**src/rtl/inst_fetch_if.sv**
```systemverilog
// rtl/inst_fetch_if.sv - fetch-stage bus: instruction memory port, decode handshake, redirect
interface inst_fetch_if #(
  parameter int ADDR_W = 32,
  parameter int INST_W = 32
);
  logic              memReq;
  logic [ADDR_W-1:0] memAddr;
  logic              memAck;
  logic [INST_W-1:0] memData;
  logic [INST_W-1:0] instToDecode;
  logic [ADDR_W-1:0] instPC;
  logic              instValid;
  logic              decodeReady;
  logic              redirectEn;
  logic [ADDR_W-1:0] redirectPC;

  modport master (
    output memReq, memAddr, instToDecode, instPC, instValid,
    input  memAck, memData, decodeReady, redirectEn, redirectPC
  );

  modport slave (
    input  memReq, memAddr, instToDecode, instPC, instValid,
    output memAck, memData, decodeReady, redirectEn, redirectPC
  );
endinterface

```
**src/rtl/inst_fetch.sv**
```systemverilog
// rtl/inst_fetch.sv - fetch stage: PC, single-outstanding memory read, instruction FIFO, redirect flush
module inst_fetch #(
  parameter int                ADDR_W   = 32,
  parameter int                INST_W   = 32,
  parameter int                QDEPTH   = 4,
  parameter logic [ADDR_W-1:0] RESET_PC = '0
) (
  input logic         clk,
  input logic         rst,
  inst_fetch_if.master bus
);
  localparam int PW = $clog2(QDEPTH);
  localparam int CW = PW + 1;
  localparam logic [CW-1:0]     QFULL = CW'(QDEPTH);
  localparam logic [INST_W-1:0] NOP   = INST_W'(32'h0000_0013);

  // IDLE: may issue; WAIT: request outstanding; DROP: request owed to memory but data unwanted
  localparam logic [1:0] IDLE = 2'd0;
  localparam logic [1:0] WAIT = 2'd1;
  localparam logic [1:0] DROP = 2'd2;

  logic [1:0]        state;
  logic [ADDR_W-1:0] pc;
  logic [ADDR_W-1:0] req_pc;
  logic [INST_W-1:0] q_inst [QDEPTH];
  logic [ADDR_W-1:0] q_pc   [QDEPTH];
  logic [PW-1:0]     rd_ptr;
  logic [PW-1:0]     wr_ptr;
  logic [CW-1:0]     count;
  logic              valid;
  logic              push;
  logic              pop;

  assign valid = (count != '0);
  assign push  = (state == WAIT) && bus.memAck;
  assign pop   = valid && bus.decodeReady;

  assign bus.memReq       = (state != IDLE);
  assign bus.memAddr      = (state == IDLE) ? pc : req_pc;
  assign bus.instValid    = valid;
  assign bus.instToDecode = valid ? q_inst[rd_ptr] : NOP;
  assign bus.instPC       = valid ? q_pc[rd_ptr] : '0;

  // Control: reset, then redirect flush, then normal issue / complete / FIFO bookkeeping
  always_ff @(posedge clk) begin
    if (rst) begin
      state  <= IDLE;
      pc     <= RESET_PC;
      req_pc <= RESET_PC;
      rd_ptr <= '0;
      wr_ptr <= '0;
      count  <= '0;
    end else if (bus.redirectEn) begin
      pc     <= bus.redirectPC;
      rd_ptr <= '0;
      wr_ptr <= '0;
      count  <= '0;
      if (state == WAIT)
        state <= bus.memAck ? IDLE : DROP;
      else if (state == DROP && bus.memAck)
        state <= IDLE;
    end else begin
      case (state)
        IDLE: begin
          // issue looks at registered count, so a same-cycle pop cannot free a slot
          if (count < QFULL) begin
            state  <= WAIT;
            req_pc <= pc;
            pc     <= pc + ADDR_W'(4);
          end
        end
        WAIT:    if (bus.memAck) state <= IDLE;
        DROP:    if (bus.memAck) state <= IDLE;
        default: state <= IDLE;
      endcase
      if (push) wr_ptr <= wr_ptr + 1'b1;
      if (pop)  rd_ptr <= rd_ptr + 1'b1;
      if (push && !pop)
        count <= count + 1'b1;
      else if (pop && !push)
        count <= count - 1'b1;
    end
  end

  // FIFO storage write; never written on reset or redirect cycles
  always_ff @(posedge clk) begin
    if (!rst && !bus.redirectEn && push) begin
      q_inst[wr_ptr] <= bus.memData;
      q_pc[wr_ptr]   <= req_pc;
    end
  end
endmodule
```
**src/flat_wrapper.sv**
```systemverilog
// flat-port wrapper written by rule: the top's interface ports become plain ports
module inst_fetch_flat 
#(
  parameter int                ADDR_W   = 32,
  parameter int                INST_W   = 32,
  parameter int                QDEPTH   = 4,
  parameter logic [ADDR_W-1:0] RESET_PC = '0
)
  (clk, rst, bus_memReq, bus_memAddr, bus_instToDecode, bus_instPC, bus_instValid, bus_memAck, bus_memData, bus_decodeReady, bus_redirectEn, bus_redirectPC);
  inst_fetch_if #(.ADDR_W(ADDR_W), .INST_W(INST_W)) bus_i ();
  input logic clk;
  input logic rst;
  output wire logic [$bits(bus_i.memReq)-1:0] bus_memReq;
  output wire logic [$bits(bus_i.memAddr)-1:0] bus_memAddr;
  output wire logic [$bits(bus_i.instToDecode)-1:0] bus_instToDecode;
  output wire logic [$bits(bus_i.instPC)-1:0] bus_instPC;
  output wire logic [$bits(bus_i.instValid)-1:0] bus_instValid;
  input wire logic [$bits(bus_i.memAck)-1:0] bus_memAck;
  input wire logic [$bits(bus_i.memData)-1:0] bus_memData;
  input wire logic [$bits(bus_i.decodeReady)-1:0] bus_decodeReady;
  input wire logic [$bits(bus_i.redirectEn)-1:0] bus_redirectEn;
  input wire logic [$bits(bus_i.redirectPC)-1:0] bus_redirectPC;
  assign bus_memReq = bus_i.memReq;
  assign bus_memAddr = bus_i.memAddr;
  assign bus_instToDecode = bus_i.instToDecode;
  assign bus_instPC = bus_i.instPC;
  assign bus_instValid = bus_i.instValid;
  assign bus_i.memAck = bus_memAck;
  assign bus_i.memData = bus_memData;
  assign bus_i.decodeReady = bus_decodeReady;
  assign bus_i.redirectEn = bus_redirectEn;
  assign bus_i.redirectPC = bus_redirectPC;
  inst_fetch #(.ADDR_W(ADDR_W), .INST_W(INST_W), .QDEPTH(QDEPTH), .RESET_PC(RESET_PC)) u_core (.clk(clk), .rst(rst), .bus(bus_i));
endmodule
```
**config.mk**
```make
export PLATFORM = sky130hd
export DESIGN_NAME = inst_fetch_flat
export DESIGN_NICKNAME = d
export VERILOG_FILES = /design/src/rtl/inst_fetch_if.sv /design/src/rtl/inst_fetch.sv /design/src/flat_wrapper.sv
export SDC_FILE = /design/constraint.sdc
export NUM_CORES = 1
export LEC_CHECK = 0
export BUFFER_PORTS_ARGS = -buffer_cell sky130_fd_sc_hd__buf_2
export CORE_MARGIN = 3
export CORE_UTILIZATION = 30
export DETAILED_ROUTE_END_ITERATION = 12
export PLACE_DENSITY_LB_ADDON = 0.25
export SYNTH_ARGS = -nofsm -noshare
export SYNTH_HDL_FRONTEND = slang
export SYNTH_SLANG_ARGS = --single-unit
```
**constraint.sdc**
```tcl
create_clock -name clk -period 6.1 [get_ports clk]
set_input_delay 0.915 -clock clk [delete_from_list [all_inputs] [get_ports clk]]
set_output_delay 0.915 -clock clk [all_outputs]
set_load 0.05 [all_outputs]
```
* After elaboration in Yosys (flattened, before gate mapping)
Memories as Yosys holds them, arrays and structs flattened. A register that Yosys moved wholly into a read port is not among the register bits.
Cells that the tools add are included.
** Operators by class
- Order comparisons :: 1
- Bitwise gates (word level) :: 1
- Multiplexer cells :: 21
- $add $sub $neg :: 5
- Eq/ne operators :: 5
- Divide/modulo/power cells :: 0
- Reductions and logical operators :: 22
- $mul :: 0
- Shift operators :: 0
** Operator list (number)
- 32-bit two-way mux :: 6
- 32-bit by 3-bit adder with 32-bit output (second input constant) :: 1
- 2-bit two-way mux :: 10
- 2-bit nonzero test :: 4
- 1-bit logical AND :: 7
- 3-bit two-way mux :: 2
- 3-bit by 1-bit inequality test with 1-bit output (second input constant) :: 2
- 3-bit AND reduction :: 2
- 2-bit by 1-bit adder with 2-bit output (second input constant) :: 2
- 1-bit zero test :: 4
- 2-bit case mux with 2 select lines :: 1
- 2-bit OR reduction :: 2
- 3-bit by 1-bit adder with 3-bit output (second input constant) :: 1
- 3-bit less-than comparator (second input constant) :: 1
- 3-bit inequality test (second input constant) :: 1
- 3-bit nonzero test :: 1
- 3-bit by 1-bit subtractor with 3-bit output (second input constant) :: 1
- 2-bit by 1-bit equality test with 1-bit output (second input constant) :: 1
- 2-bit equality test (second input constant) :: 1
- 2-bit zero test :: 1
- 1-bit two-way mux :: 2
- 2-bit AND reduction :: 1
- 1-bit inverter :: 1
** Storage, ports and cells
- Input bits :: 69
- Logic and storage cells :: 63
- Memory bits (writable) :: 256
- Memories :: 2
- Register bits :: 73
- ROM bits :: 0
- Output and inout bits :: 98
- Latch bits :: 0
** Memory list
- u_core.q_inst :: depth 4, width 32, rd ports 1, clocked after Yosys merged registers in 1, wr ports 1, line inst_fetch.sv:25 : logic [INST_W-1:0] q_inst [QDEPTH];
- u_core.q_pc :: depth 4, width 32, rd ports 1, clocked after Yosys merged registers in 1, wr ports 1, line inst_fetch.sv:26 : logic [ADDR_W-1:0] q_pc [QDEPTH];

* Depth between registers and ports, before layout
Gate-level depths: netlist (run 1).
- Depth in word-level cells :: 6
- Gate-level depth with buffers :: 10
- Depth with buffers taken out :: 9

* Worst setup path after synthesis (run 1)
Ideal clock, no wire load.
- Kind :: input port to flip-flop
- From :: in bus_redirectEn
- To :: mem u_core.q_inst[0][0], enable pin
- Path buffers :: 2
- Path slack :: 2.582 ns
- Stages on the path :: 4
- Setup time :: 0.429 ns
- Arrival time :: 3.089 ns
- Data required time :: 5.671 ns
- Path through :: clkbuf_1 > clkbuf_1 > nor2_1 > and3_1
** Between the ends
- Word-level cells in the longest chain between the ends :: 5
** Ends and longest elaborated chain
- start, declared :: line flat_wrapper.sv:21 : input wire logic [$bits(bus_i.redirectEn)-1:0] bus_redirectEn;
- 1-bit zero test :: line inst_fetch.sv:87 : if (!rst && !bus.redirectEn && push) begin
- 1-bit logical AND (2 in series) :: line inst_fetch.sv:87
- 1-bit two-way mux :: line inst_fetch.sv:87
- 1-bit two-way mux (not written as such) :: line inst_fetch.sv:88 : q_inst[wr_ptr] <= bus.memData;
- end, declared :: line inst_fetch.sv:25
Every way passes these cells.

==> results by group, run 1 <==
Detailed routing
  • Via density per instance: roughly 4.7
  • Routed wire length: 31.63 mm
  • Drt first pass iters: 4
  • Antenna Nets Post-Route: 0
  • Via count: 7734
  • Routed len/inst: approximately 19 um
  • Drt drc: 0
  • 1st-iter DRT viols: about 560

Clock tree
  • Cts bufs inserted: 36
  • Clock sinks: around 330
  • Clock-pin slew on the worst setup and hold paths: ~60 ps
  • Root buffer cell: clkbuf_16
  • H-Tree Level Count: 2
  • # hold bufs at CTS: 0
  • Longest Clk Path Bufs: 3
  • Post-CTS Resized: 0
  • TritonCTS clock tree: yes
  • Clk Latency, worst-skew pair: about 530 ps
  • Post-CTS setup buffers: 0

Job
  • Max cap viols: 0

Die
  • Die width: around 220 um
  • Die area: 47870 um^2
  • Die height: 218.8 um
  • IO Count: approximately 170
  • Initial core utilization: between 30% and 40%
  • Cell Rows: between 70 and 80
  • Core ar.: ~45000 um^2

Setup path
  • Critical-path cell list: buf_4 > mux4_2 > and2_1 > buf_2
  • Crit-path max FO: 45
  • Critical path class: reg -> out
  • CP Capture Type: output port
  • Slowest CP cell: dfxtp_4
  • CP arrival: between 3000 and 4000 ps
  • Worst EP required: a little over 5000 ps
  • Crit path launch type: flip-flop
  • CP max stage delay: 1020 ps

STA
  • Worst Tran Pin Value: approximately 1000 ps
  • Fin. max-slew vios: 0
  • TNS Setup: 0 ps
  • Final hold vios: 0
  • Setup Skew: between 20 and 25 ps
  • Relative slew margins: between 30% and 40%
  • Max Freq: between 0.2 and 0.3 GHz
  • Endpoints failing setup: 0
  • Post-route minimum period: 3922 ps
  • Unrepaired setup endpoints after global routing: false
  • Period utilization: between 60% and 70%

Yosys
  • Mux cell area share after synthesis: 13.63%
  • Xor and xnor area share after synthesis: about 1.0%
  • Synth Net Count: ~960
  • Yosys reg bits: about 330
  • Adder-cell share of the synthesized area: less than 1%
  • Register area share after synthesis: between 60% and 70%
  • Number of enable flip-flop cells after synthesis: 256
  • Post-synth top flop: edfxtp_1
  • Synth Area in Simple Gates: 10.64%
  • Syn Area/Cell: around 15 um^2
  • Yosys Warn Count: 0
  • Largest family of logic cells by synthesized area: multiplexers
  • Synth Area in Compound Gates: ~3.9%
  • Synth cell types: 52
  • Synth Instances: about 880
  • Synthesized cell area: about 14000 um^2
  • Async S/R FF share, synth: 0%

Final layout
  • Fin nets: about 1100
  • Most common cell after layout, fill and taps aside: edfxtp_1
  • Layout cells sized above 1: about 32%
  • Most frequent cells in the layout: edfxtp_1 (256), buf_2 (166), nand2_1 (76), dfxtp_1 (73), mux4_2 (64)
  • Area delta synth->final: 19.82%

Pwr
  • Max VDD drop: ~160 uV
  • Leakage: roughly 5.6 nW
  • Pwr/cell area: 336.3 nW/um^2
  • Post-layout power: around 5.5 mW

Global routing
  • GR Overflow Total: 0
  • First-pass GRT wire length: roughly 48 mm
  • Largest net degree at the start of global routing: 73
  • Initial antenna violation count: 2
  • Via count of the first global-routing pass: between 7000 and 8000
  • GR Util All Layers: 13.24%

Place
  • Port bufs: roughly 170
  • HPWL after DPL: about 20 mm
  • GPL Wtd Cong: 0.7420

Status
  • Status: completed

Min path
  • Hold WC Path Type: reg -> reg
[stage by stage]
stage / cells / utilization [%] / cell area, um^2 / setup slack, ps / hold slack, ps
3_5_place_dp: 1590 / 33.75 / 15020 / 2599 / 463.1
5_1_grt: 1653 / 36.57 / 16280 / 1873 / 489.4
2_1_floorplan: 882 / - / 13590 / 2582 / 440.7
4_1_cts: 1653 / 36.57 / 16280 / 2013 / 468.7
6_report: 1654 / 36.57 / 16280 / 2178 / 467.5
3_3_place_gp: 1590 / 33.75 / 15020 / 2672 / 459.9
[worst paths after layout]
path	startpoint	endpoint	slack (ps)	cells past startpoint
worst min-delay path	u_core.pc[0]	u_core.req_pc[0]	470	2
worst min register to register	u_core.pc[0]	u_core.req_pc[0]	470	2
worst max register to register	u_core.state[1]	u_core.pc[30]	2790	6
worst max-delay path	flip-flop	bus_instToDecode[12]	2180	4
[synth_stat cells, types with 5 or more instances]
library cell  instances  area, um^2
a2111oi_0             5       43.79
a211oi_1             14       105.1
a21oi_1              38       190.2
a311oi_1              8       70.07
and2_1               63       394.1
and3_1                9       56.30
and4_1                5       43.79
buf_2                11       55.05
clkbuf_1             47       176.4
dfxtp_1              75        1501
edfxtp_1            256        7687
ha_1                  9       112.6
inv_1                15       56.30
mux2_2               32       360.4
mux2i_1               5       50.05
mux4_2               64        1441
nand2_1              76       285.3
nand3_1              10       50.05
nand4_1               9       56.30
nor2_1               40       150.1
nor4_1                6       37.54
nor4b_1               5       43.79
or4_1                 9       67.56
xnor2_1               8       70.07
xor2_1                8       70.07
[final cells by class]
type / instances / area (um^2)
Fill cell: 4294 / 28230
Sequential cell: 331 / 9196
Multi-Input combinational cell: 475 / 4123
Clock buffer: 41 / 940.9
Timing Repair Buffer: 175 / 898.4
Tap cell: 592 / 740.7
Clock inverter: 22 / 312.8
Inverter: 17 / 63.81
Antenna cell: 1 / 2.502
[worst max-delay path: cells and delay by family, from the launching register on]
kind / cells / cell delay, ps
flops: 1 / 1020
mux: 1 / 570
buf+inv: 2 / 700
simple gates: 1 / 170
[flip-flops by register name, indices dropped and copies added (netlist names), named ones only]
register,cells
u_core.count,3
u_core.pc,32
u_core.q_inst,128
u_core.q_pc,128
u_core.rd_ptr,2
u_core.req_pc,32
u_core.state,2
u_core.wr_ptr,2
[routing by layer]
metal  wire, um  global-route usage (%)  vias up
li1           -                       -     3688
met1      15340                   19.12     3845
met2      14170                   20.08      160
met3       1604                   3.226       39
met4        500                   3.348        2
met5         10                       0        -
[logic make-up (layout without fill, tap and decap cells)]
logic type | Yosys count | count (layout)
buf+inv | 76 | 255
other cells | 0 | 1
fa+ha+maj | 10 | 10
mux | 101 | 101
compound gates | 83 | 83
flops | 331 | 331
simple gates | 265 | 265
xor+xnor | 16 | 16
[power by group]
group	internal (mW)	leakage, nW	total, mW	switching, mW
clock	1.45	0.612	2.33	0.881
combinational	0.182	2.11	0.616	0.434
sequential	2.47	2.90	2.53	0.0648
total	4.09	5.63	5.47	1.38
(Power assumes the default switching activity.)
==> inputs of run 2 (changes only) <==
--- a/config.mk
+++ b/config.mk
@@ -5,6 +5,7 @@
 export SDC_FILE = /design/constraint.sdc
 export NUM_CORES = 1
 export LEC_CHECK = 0
+export ABC_AREA = 1
 export BUFFER_PORTS_ARGS = -buffer_cell sky130_fd_sc_hd__buf_2
 export CORE_MARGIN = 3
 export CORE_UTILIZATION = 30
==> constraint.sdc (replaced) <==
create_clock -name clk -period 3.7 [get_ports clk]
set_input_delay 0.555 -clock clk [delete_from_list [all_inputs] [get_ports clk]]
set_output_delay 0.555 -clock clk [all_outputs]
set_load 0.05 [all_outputs]
==> results by group, run 2 <==
Status
  • Status: completed

Yosys
  • Top-count cell post-synth: nor2_1
  • Main area contributors after synthesis: edfxtp_1 (55%), dfxtp_1 (11%), nor2_1 (9.2%)
  • Register area share after synthesis: between 60% and 70%
  • Post-synth top area share: a little under three fifths
  • Synth Net Count: between 1000 and 1500
  • Yosys reg bits: about 330
  • Commonest cells post-synth: nor2_1 (341), edfxtp_1 (256), o21ai_0 (195)
  • Synthesized cell area: roughly 14000 um^2
  • Syn Area/Cell: about 10 um^2
  • Post-synth top flop: edfxtp_1
  • Synth Instances: between 1000 and 1500
  • Async S/R FF share, synth: 0%
  • Synth cell types: 38
  • Yosys Warn Count: 0
  • Number of enable flip-flop cells after synthesis: between 200 and 300
  • Dominant cell type by area after synthesis: edfxtp_1

STA
  • Fin. max-slew vios: 0
  • Max Freq: roughly 0.34 GHz
  • Post-route minimum period: approximately 2900 ps
  • Final hold vios: 0
  • Final WS setup: 799.5 ps
  • Endpoints failing setup: 0
  • Relative slew margins: 46.18%
  • Setup Skew: around 14 ps
  • Unrepaired setup endpoints after global routing: false
  • Period utilization: around four fifths
  • Worst Tran Pin Value: between 800 and 900 ps
  • Final hold slack: between 200 and 250 ps

Pwr
  • Switching Share: ~29%
  • Internal power: 6.402 mW
  • Max VDD drop: 265.3 uV
  • Leakage: 6.161 nW
  • Combinational power share: approximately 14%
  • Clock power share: slightly below 40%
  • Sw power: 2.556 mW
  • Reg power frac: a little under half
  • Pwr/cell area: 537.8 nW/um^2

Min path
  • Hold WC Path Type: in -> reg

Global routing
  • GR Util All Layers: between 10% and 20%
  • Via count of the first global-routing pass: about 9700
  • Largest net degree at the start of global routing: 83
  • First-pass GRT wire length: 58.91 mm
  • Initial antenna violation count: 1
  • GR Overflow Total: 0

Clock tree
  • TritonCTS clock tree: yes
  • Clk Latency, worst-skew pair: 520 ps
  • Clock-pin slew on the worst setup and hold paths: about 60 ps
  • # hold bufs at CTS: 0
  • Clock sinks: 331
  • Cts bufs inserted: 36
  • Post-CTS Resized: 0
  • Root buffer cell: clkbuf_16
  • Longest Clk Path Bufs: 3
  • Post-CTS setup buffers: 0
  • H-Tree Level Count: 2

Detailed routing
  • 1st-iter DRT viols: about 790
  • Antenna Nets Post-Route: 0
  • Routed len/inst: between 15 and 20 um
  • Via count: slightly above 10000
  • Via density per instance: about 4.7
  • Drt drc: 0
  • Routed wire length: around 39 mm
  • Drt first pass iters: 5

Setup path
  • Crit path launch type: flip-flop
  • CP Capture Type: output port
  • Crit-path max FO: 82
  • CP Buf/Inv Count: 3
  • CP top delay family: buffers and inverters
  • Critical-path cell list: clkinv_2 > buf_12 > nor2_1 > o311ai_0 > buf_2
  • Slowest CP cell: o311ai_0
  • CP arrival: between 2000 and 2500 ps
  • Worst EP required: ~3100 ps
  • Worst R2R Setup Slack: roughly 1400 ps
  • CP max stage delay: around 460 ps
  • Critical path class: reg -> out

Place
  • Port bufs: 166
  • Cells after DPL: between 2000 and 2500
  • DP Worst Slack: a little under 1000 ps
  • GPL Wtd Cong: around 0.84
  • HPWL after DPL: between 20 and 25 mm
  • Placed instance area: around 16000 um^2

Die
  • Initial core utilization: 30.50%
  • Cell Rows: slightly below 80
  • Die area: 48960 um^2
  • IO Count: roughly 170
  • Die width: approximately 220 um
  • Die height: 221.3 um
  • Core ar.: about 46000 um^2

Final layout
  • Non-Filler Instances: approximately 2200
  • Fin nets: roughly 1600
  • Layout cells sized above 1: between 10% and 20%
  • Layout fillers: roughly 4500
  • Most common cell after layout, fill and taps aside: nor2_1
  • Largest registers: u_core.q_inst (128), u_core.q_pc (128)
  • Reg area: 9194 um^2
  • Most frequent cells in the layout: nor2_1 (337), edfxtp_1 (256), o21ai_0 (195), nand2_1 (167), buf_2 (166)
  • Area delta synth->final: 19.83%
  • Final core occ: between 30% and 40%
  • Multi-input gate area: about 4100 um^2
  • Final Cell Area: 16660 um^2

Job
  • Max cap viols: 0
[run 2: metrics by stage]
step	TNS [ps]	total power, mW
3_3_place_gp	0	5.560
2_1_floorplan	-158970	5.145
6_report	0	8.958
4_1_cts	0	9.081
5_1_grt	0	9.326
3_5_place_dp	0	5.575
[run 2: final timing paths]
kind	cells past startpoint	end	start
worst max-delay path	5	bus_instToDecode[0]	flip-flop
worst min-delay path	1	u_core.q_inst[1][2]	bus_memData[2]
worst max register to register	11	u_core.pc[25]	u_core.state[1]
worst min register to register	2	flip-flop	u_core.rd_ptr[1]
[run 2: cell families (layout without fill, tap and decap cells)]
logic type	count (synthesis)	in the layout	share of synthesized area [%]
flip-flops	331	331	66.10
AO/OA/AOI/OAI	329	329	12.30
AND/OR/NAND/NOR	563	563	16.02
buffers and inverters	151	327	4.374
adder cells (fa/ha/maj)	10	10	0.9541
other	0	1	0
XOR/XNOR	4	4	0.2521
[run 2: layout make-up]
| type | instances | area share (%) |
|---|---|---|
| diodes | 1 | 0.01502 |
| clock buffers | 41 | 5.521 |
| clock inverters | 23 | 1.299 |
| inverters | 74 | 1.683 |
| multi-input cells | 906 | 24.86 |
| flip-flops and latches | 331 | 55.19 |
| well taps | 600 | 4.507 |
| repair buffers | 189 | 6.926 |
[run 2: routing by layer]
| metal | wire length, um | vias to the layer above | track usage (%) | part of all wire, % |
|---|---|---|---|---|
| met1 | 18420 | 4834 | 21.88 | 48 |
| met5 | 7 | - | 0 | 0.018 |
| met2 | 17240 | 306 | 23.56 | 45 |
| li1 | - | 5054 | - | - |
| met4 | 908 | 2 | 4.071 | 2.4 |
| met3 | 2012 | 71 | 2.773 | 5.2 |
[run 2: power groups by stage]
stage / clock network, mW / registers, mW / logic [mW]
finish: 3.48 / 4.26 / 1.22
global route: 3.73 / 4.27 / 1.32
CTS: 3.58 / 4.26 / 1.24
detailed placement: 0 / 4.34 / 1.24
global placement: 0 / 4.33 / 1.23
floorplan: 0 / 4.27 / 0.871
==> inputs of run 3 (changes only) <==
--- a/config.mk
+++ b/config.mk
@@ -5,7 +5,7 @@
 export SDC_FILE = /design/constraint.sdc
 export NUM_CORES = 1
 export LEC_CHECK = 0
-export ABC_AREA = 1
+export ABC_AREA = 0
 export BUFFER_PORTS_ARGS = -buffer_cell sky130_fd_sc_hd__buf_2
 export CORE_MARGIN = 3
 export CORE_UTILIZATION = 30
==> constraint.sdc (replaced) <==
create_clock -name clk -period 2.95 [get_ports clk]
set_input_delay 0.4425 -clock clk [delete_from_list [all_inputs] [get_ports clk]]
set_output_delay 0.4425 -clock clk [all_outputs]
set_load 0.05 [all_outputs]
==> results by group, run 3 (same netlist as run 1, synthesis figures left out) <==
Setup path
  • Crit-path max FO: 63
  • CP Capture Type: output port
  • CP Buf/Inv Count: 3
  • Worst EP required: about 2500 ps
  • CP top delay family: buffers and inverters
  • CP max stage delay: 550 ps
  • Crit path launch type: flip-flop
  • Critical path class: reg -> out
  • Worst-case reg-to-reg path depth: 4
  • Slowest CP cell: dfxtp_1
  • Crit Reg-Reg Endpoint: u_core.pc[26]
  • CP arrival: roughly 2300 ps
  • Worst R2R Start: u_core.pc[4]
  • Worst R2R Setup Slack: approximately 600 ps
  • Critical-path cell list: nor3_2 > inv_2 > buf_4 > and2_1 > buf_2
  • CP startpoint: u_core.count[2]

Global routing
  • First-pass GRT wire length: slightly below 50 mm
  • GR Util All Layers: between 10 and 15%
  • GR Overflow Total: 0
  • Via count of the first global-routing pass: 8099
  • Largest net degree at the start of global routing: 65
  • Initial antenna violation count: 1

STA
  • Post-route minimum period: around 2700 ps
  • Relative slew margins: 56.85%
  • Fin. max-slew vios: 0
  • Setup Skew: 17.13 ps
  • Endpoints failing setup: 0
  • TNS Setup: 0 ps
  • Worst Tran Pin Value: 647.3 ps
  • Max Freq: 0.3681 GHz
  • Period utilization: between 90% and 100%
  • Final hold vios: 0
  • Unrepaired setup endpoints after global routing: false
  • Final WS setup: ~230 ps

Detailed routing
  • Routed wire length: between 30 and 40 mm
  • Routed len/inst: 19.17 um
  • Drt drc: 0
  • Via count: 7996
  • Drt first pass iters: 4
  • 1st-iter DRT viols: about 470
  • Via density per instance: 4.762
  • Antenna Nets Post-Route: 0

Clock tree
  • Clk Latency, worst-skew pair: approximately 540 ps
  • Root buffer cell: clkbuf_16
  • H-Tree Level Count: 2
  • Post-CTS Resized: 0
  • Clock-pin slew on the worst setup and hold paths: approximately 60 ps
  • TritonCTS clock tree: yes
  • Longest Clk Path Bufs: 3
  • Post-CTS setup buffers: 0
  • Cts bufs inserted: 37
  • Clock sinks: about 330
  • # hold bufs at CTS: 0

Final layout
  • Fin nets: around 1100
  • Layout cells sized above 1: between 30% and 40%
  • Most frequent cells in the layout: edfxtp_1 (256), buf_2 (166), nand2_1 (76), dfxtp_1 (73), mux4_2 (64)
  • Area delta synth->final: 21.77%
  • Antenna diodes: 0
  • Largest registers: u_core.q_inst (128), u_core.q_pc (128)
  • Most common cell after layout, fill and taps aside: edfxtp_1

Die
  • Die area: around 48000 um^2
  • IO Count: between 150 and 200
  • Die width: roughly 220 um
  • Cell Rows: just under 80
  • Initial core utilization: a little under a third
  • Core ar.: approximately 45000 um^2
  • Die height: approximately 220 um

Place
  • GPL Wtd Cong: just under 0.8
  • DP Worst Slack: ~440 ps
  • HPWL after DPL: between 20 and 25 mm
  • Port bufs: between 150 and 200

Min path
  • Worst Hold Endpoint: u_core.q_inst[2][9]
  • Hold Crit Depth: 1
  • Min-delay src: bus_memData[9]
  • Hold WC Path Type: in -> reg

Pwr
  • Leakage: between 5 and 6 nW
  • Pwr/cell area: roughly 670 nW/um^2
  • Max VDD drop: 377.6 uV

Status
  • Status: completed

Job
  • Max cap viols: 0
## run 3: how the worst max path moves through the flow
stage | to | slack [ps] | cells after the start
global placement | u_core.count[2] | 520 | 9
finish | bus_instPC[1] | 230 | 5
CTS | bus_instPC[1] | 50 | 5
floorplan | u_core.q_inst[0][0] | 610 | 4
detailed placement | u_core.count[2] | 440 | 9
global route | bus_instPC[1] | 40 | 5
## run 3: layer usage
metal | track usage (%) | wire [um]
met1 | 18.73 | 14980
met2 | 21.32 | 14830
met3 | 3.379 | 1774
met4 | 3.240 | 587
met5 | 0 | 10
## run 3: area by class of cell
type	count	area, um^2
Clock buffer	48	1030
Clock inverter	20	178.9
Fill cell	4260	27970
Inverter	17	63.81
Multi-Input combinational cell	475	4128
Sequential cell	331	9196
Tap cell	592	740.7
Timing Repair Buffer	196	1206
## run 3: power by group
group          internal (mW)  switching (mW)
Clock                   2.73            1.81
Combinational          0.402           0.938
Sequential              5.10           0.107
Total                   8.23            2.86
## run 3: metrics by stage
step | util [%] | total power [mW] | hold slack (ps) | instances | area [um^2]
3_5_place_dp | 34.44 | 6.667 | 459.2 | 1611 | 15330
5_1_grt | 37.17 | 11.59 | 92.72 | 1679 | 16540
4_1_cts | 37.16 | 11.29 | 86.50 | 1679 | 16540
3_3_place_gp | 34.44 | 6.652 | 456.3 | 1611 | 15330
6_report | 37.17 | 11.09 | 130.2 | 1679 | 16540
2_1_floorplan | - | 6.250 | 440.7 | 882 | 13590
